### src/rtl/layer_out_serializer.sv
// layer_out_serializer: collects skewed parallel neuron outputs, double-buffers them and streams lane 0..NN-1 with valid/ready.
module layer_out_serializer #(
    parameter int NN        = 30,
    parameter int dataWidth = 16,
    parameter int IDXW      = 5
) (
    input  logic                    clk_i,
    input  logic                    rst_ni,
    input  logic [NN-1:0]           in_valid_i,
    input  logic [NN*dataWidth-1:0] in_data_i,
    output logic                    out_valid_o,
    input  logic                    out_ready_i,
    output logic [dataWidth-1:0]    out_data_o,
    output logic [IDXW-1:0]         out_index_o,
    output logic                    out_last_o,
    output logic                    busy_o,
    output logic                    overflow_o
);
    localparam logic IDLE  = 1'b0;
    localparam logic SHIFT = 1'b1;
    logic                 state_q, state_d;
    logic [IDXW-1:0]      idx_q, idx_d;
    logic [NN-1:0]        cmask_q, cmask_d, base, cap;
    logic                 ovf_q, ovf_d;
    logic                 cfull, hs, t;
    logic [dataWidth-1:0] cdata_q [NN];
    logic [dataWidth-1:0] sdata_q [NN];
    assign cfull       = &cmask_q;
    assign hs          = (state_q == SHIFT) && out_ready_i;
    assign out_last_o  = (state_q == SHIFT) && (idx_q == IDXW'(NN-1));
    assign t           = cfull && ((state_q == IDLE) || (hs && out_last_o));
    assign out_valid_o = (state_q == SHIFT);
    assign out_index_o = idx_q;
    assign out_data_o  = (state_q == SHIFT) ? sdata_q[idx_q] : '0;
    assign busy_o      = (|cmask_q) || (state_q == SHIFT);
    assign overflow_o  = ovf_q;
    // On a transfer edge the mask is cleared first, so strobes land in the fresh buffer.
    always_comb begin
        base    = t ? '0 : cmask_q;
        cap     = in_valid_i & ~base;
        cmask_d = base | in_valid_i;
        ovf_d   = ovf_q | (|(in_valid_i & base));
        state_d = t ? SHIFT : (hs && out_last_o) ? IDLE : state_q;
        idx_d   = (t || (hs && out_last_o)) ? '0 : hs ? idx_q + 1'b1 : idx_q;
    end
    always_ff @(posedge clk_i or negedge rst_ni) begin
        if (!rst_ni) begin
            state_q <= IDLE;
            idx_q   <= '0;
            cmask_q <= '0;
            ovf_q   <= 1'b0;
            for (int i = 0; i < NN; i++) begin
                cdata_q[i] <= '0;
                sdata_q[i] <= '0;
            end
        end else begin
            state_q <= state_d;
            idx_q   <= idx_d;
            cmask_q <= cmask_d;
            ovf_q   <= ovf_d;
            for (int i = 0; i < NN; i++) begin
                if (t) sdata_q[i] <= cdata_q[i];
                if (cap[i]) cdata_q[i] <= in_data_i[i*dataWidth +: dataWidth];
            end
        end
    end
endmodule

### config.mk
export PLATFORM = sky130hd
export DESIGN_NAME = layer_out_serializer
export DESIGN_NICKNAME = d
export VERILOG_FILES = /design/src/rtl/layer_out_serializer.sv
export SDC_FILE = /design/constraint.sdc
export NUM_CORES = 2
export LEC_CHECK = 0
export CORE_MARGIN = 10
export CORE_UTILIZATION = 56
export CTS_CLUSTER_DIAMETER = 200
export DETAILED_ROUTE_END_ITERATION = 16
export PLACE_DENSITY = 0.81
export SYNTH_ARGS = -nofsm -noshare
export SYNTH_HDL_FRONTEND = slang
export SYNTH_SLANG_ARGS = --single-unit
### constraint.sdc
create_clock -name clk_i -period 3.6 [get_ports clk_i]
set_clock_uncertainty 0.05 [all_clocks]
set_input_delay 1.08 -clock clk_i [delete_from_list [all_inputs] [get_ports clk_i]]
set_output_delay 1.08 -clock clk_i [all_outputs]
set_load 0.05 [all_outputs]
==> results.md <==
* Detailed router's first-iteration violation count at 2939
* Fraction of layout instances using a drive strength above 1 at 0.241
* Rows at 100
* Via count at 30400
* Clk root buf: clkbuf_16
* Post-synth EDFFs at 0
* RSZ-0062 raised after global routing: yes
* Ys flop type: dfrtp_1
* Finished Core Util at 0.732
* Critical setup path kind: reg2out
* Final Cell Area at 54800 um^2
* Largest net degree at the start of global routing at 104
* Gr ovfl total at 0
* Cell Area, Synth at 42500 um^2
* Sequential element share of the synthesized area at 0.587
* Dpl hpwl at 95800 um
* Fmax at 244 MHz
* Die span in x at 295 um
* # IOs at 538
* Placed insts at 4990
* Post-DP Area at 50300 um^2
* Pre-CTS setup slack at -0.0213 ns
* Fillers at 4693
* Worst min path class: in2async
* Worst path required time at 2.47 ns
* Fin cells at 5226
* Initial antenna violation count at 26
* WL/cell at 26.2 um
* Clock transition at path regs at 0.06 ns
* CTS tree: built
* Final net count at 4668
* Worst-path maximum fanout at 8
* GRT Overall Usage at 0.310
* Net Count, Synth at 4033
* DRC at 0
* Worst slew pin tran at 0.714 ns
* Clk buf depth at 3
* WL final at 137000 um
* YS warnings at 0
* Failing checks: negative setup slack
* Routed Antenna Nets at 0
* H-tree depth at 3
* Fin crit period at 4.09 ns
* Yosys cell types at 45
* #FFs+latches synth at 997
* DR vias/cell at 5.81
* Worst setup EP type: primary output
* First-pass GRT wire length at 202000 um
* Clk_lat worst skew at 0.66 ns
* Fin. max-slew vios at 0
* Slew headroom at 0.522
* Final setup vio count at 17
* Die ar. at 87300 um^2
* LEAKAGE at 26.2 nW
* Final WS setup at -0.493 ns
* Cts bufs inserted at 101
* Pwr Density at 822 nW/um^2
* # port buffers at 537
* Arrival @ worst endpoint at 2.96 ns
* Cells after synthesis at 3518
* Core area at 74800 um^2
* Hold Fails Final Rpt at 0
* Hold_ws at 0.352 ns
* Synthesized area per cell at 12.1 um^2
* Tcrit/Tclk final at 1.14
* Max VDD drop at 0.421 mV
* Startpoint Class: register
* Total negative slack at -6.66 ns
* Status: complete, but fails checks
* Area growth, synth to finish at 28.9%
* Final Power at 45.0 mW
* 1st-pass router iterations at 5
* CTS Sinks at 997
* Vias in the first global route at 31900
* Post-synth ARST share at 1.00
* Starting density of the core at 0.568
* Max-Cap Viols at 0
* GPL Wtd Cong at 0.911
* Die Y at 295 um
-- synth_stat cells (all sizes together), types with 6 or more instances --
library cell | count | area, um^2
nand4 | 10 | 62.6
nand2 | 1449 | 5440
nor3 | 6 | 30.0
mux2 | 480 | 6160
nor2b | 7 | 43.8
dfrtp | 997 | 24900
o22ai | 11 | 68.8
nor2 | 10 | 37.5
o21ai | 28 | 140
a21boi | 30 | 518
mux4 | 101 | 2270
a22oi | 24 | 180
a211o | 11 | 96.3
clkbuf | 94 | 353
a21oi | 27 | 135
a21o | 31 | 233
nor4 | 10 | 75.1
buf | 99 | 876
mux2i | 43 | 430
a22o | 12 | 105
-- cells by family (layout without fill, tap and decap cells) --
family,after synthesis,count (layout),synth area share
muxes,624,624,0.209
adders and majority gates,2,2,0.000589
other,0,15,0
AOI/OAI and AO/OA,195,195,0.0388
and+or+nand+nor,1505,1505,0.136
DFF,997,997,0.587
buffers and inverters,195,919,0.0291
-- sequential cells by signal (all words and copies together), names as in the netlist --
register	count
out_index_o	5
cmask_q	30
sdata_q	480
cdata_q	480
overflow_o	1
out_valid_o	1
-- what timing repair did --
action / 4_1_cts / 5_1_grt
pin swaps: 27 / 17
cloned: 12 / 2
hold buffers: 0 / 0
buffers inserted: 13 / 4
gates resized for setup: 81 / 20
endpoints found under the setup margin: 16 / 17
-- per-layer routing --
layer	track usage	wire (um)	vias to the layer above
met5	0	172	-
met4	0.152	7190	26
met2	0.494	65200	1447
li1	-	-	13100
met3	0.0809	12000	341
met1	0.391	52300	15500
-- cells in the final DEF (no fill, tap or decap), types with 5 or more instances in the layout --
cell type / n
nand2_1: 1449
dfrtp_1: 995
clkdlybuf4s50_1: 513
mux2_2: 240
mux2_4: 200
clkbuf_16: 107
mux4_2: 101
buf_4: 94
buf_12: 87
mux2_1: 40
mux2i_1: 34
a21o_1: 31
clkbuf_8: 29
a21boi_4: 24
a22oi_1: 23
clkbuf_1: 20
clkinv_2: 18
diode_2: 15
buf_16: 15
a21oi_1: 14
o21ai_0: 14
buf_6: 13
a211o_1: 11
a21oi_4: 11
nand4_1: 10
o22ai_1: 10
nor2_1: 9
nor4_1: 8
a22o_4: 7
o21ai_2: 7
a21boi_2: 6
clkinvlp_4: 6
bufinv_16: 6
mux2i_4: 5
a22o_1: 5
nor3_4: 5
inv_6: 5
-- power by group --
part / switching [mW] / total, mW / internal (mW)
clock network: 4.58 / 11.0 / 6.40
logic: 7.11 / 15.1 / 7.95
registers: 3.17 / 19.0 / 15.8
-- worst max-delay path, cell delays in order (launching register included) --
cell and delay (ns):
dfrtp_4 0.50, buf_4 0.16, buf_12 0.12, buf_16 0.14
mux4_2 0.46, mux2i_1 0.20, nor2_1 0.07, a211oi_2 0.20
buf_4 0.20, nor3_4 0.06, buf_12 0.16
-- worst paths after layout --
check / from / endpoint / slack, ns / cells past startpoint
worst max register to register: out_index_o[0] / sdata_q[32] / 0.45 / 13
min in group clk_i: cdata_q[76] / sdata_q[76] / 0.41 / 2
worst min-delay path: rst_ni / cdata_q[153] / 0.35 / 1
max in group asynchronous: rst_ni / cdata_q[427] / 2.11 / 2
worst max-delay path: out_index_o[0] / out_data_o[10] / -0.49 / 10
worst min register to register: cdata_q[76] / sdata_q[76] / 0.41 / 2
-- area by class of cell --
class	instances	area, um^2	area share
sequential	997	25000	0.456
multi-input combinational	2326	16900	0.308
timing repair buffer	725	8210	0.150
clock buffer	154	3100	0.0566
tap	969	1210	0.0221
clock inverter	38	397	0.00724
antenna	15	37.5	0.000685
inverter	2	7.51	0.000137
Note: power is estimated with default switching activity, not from simulation.
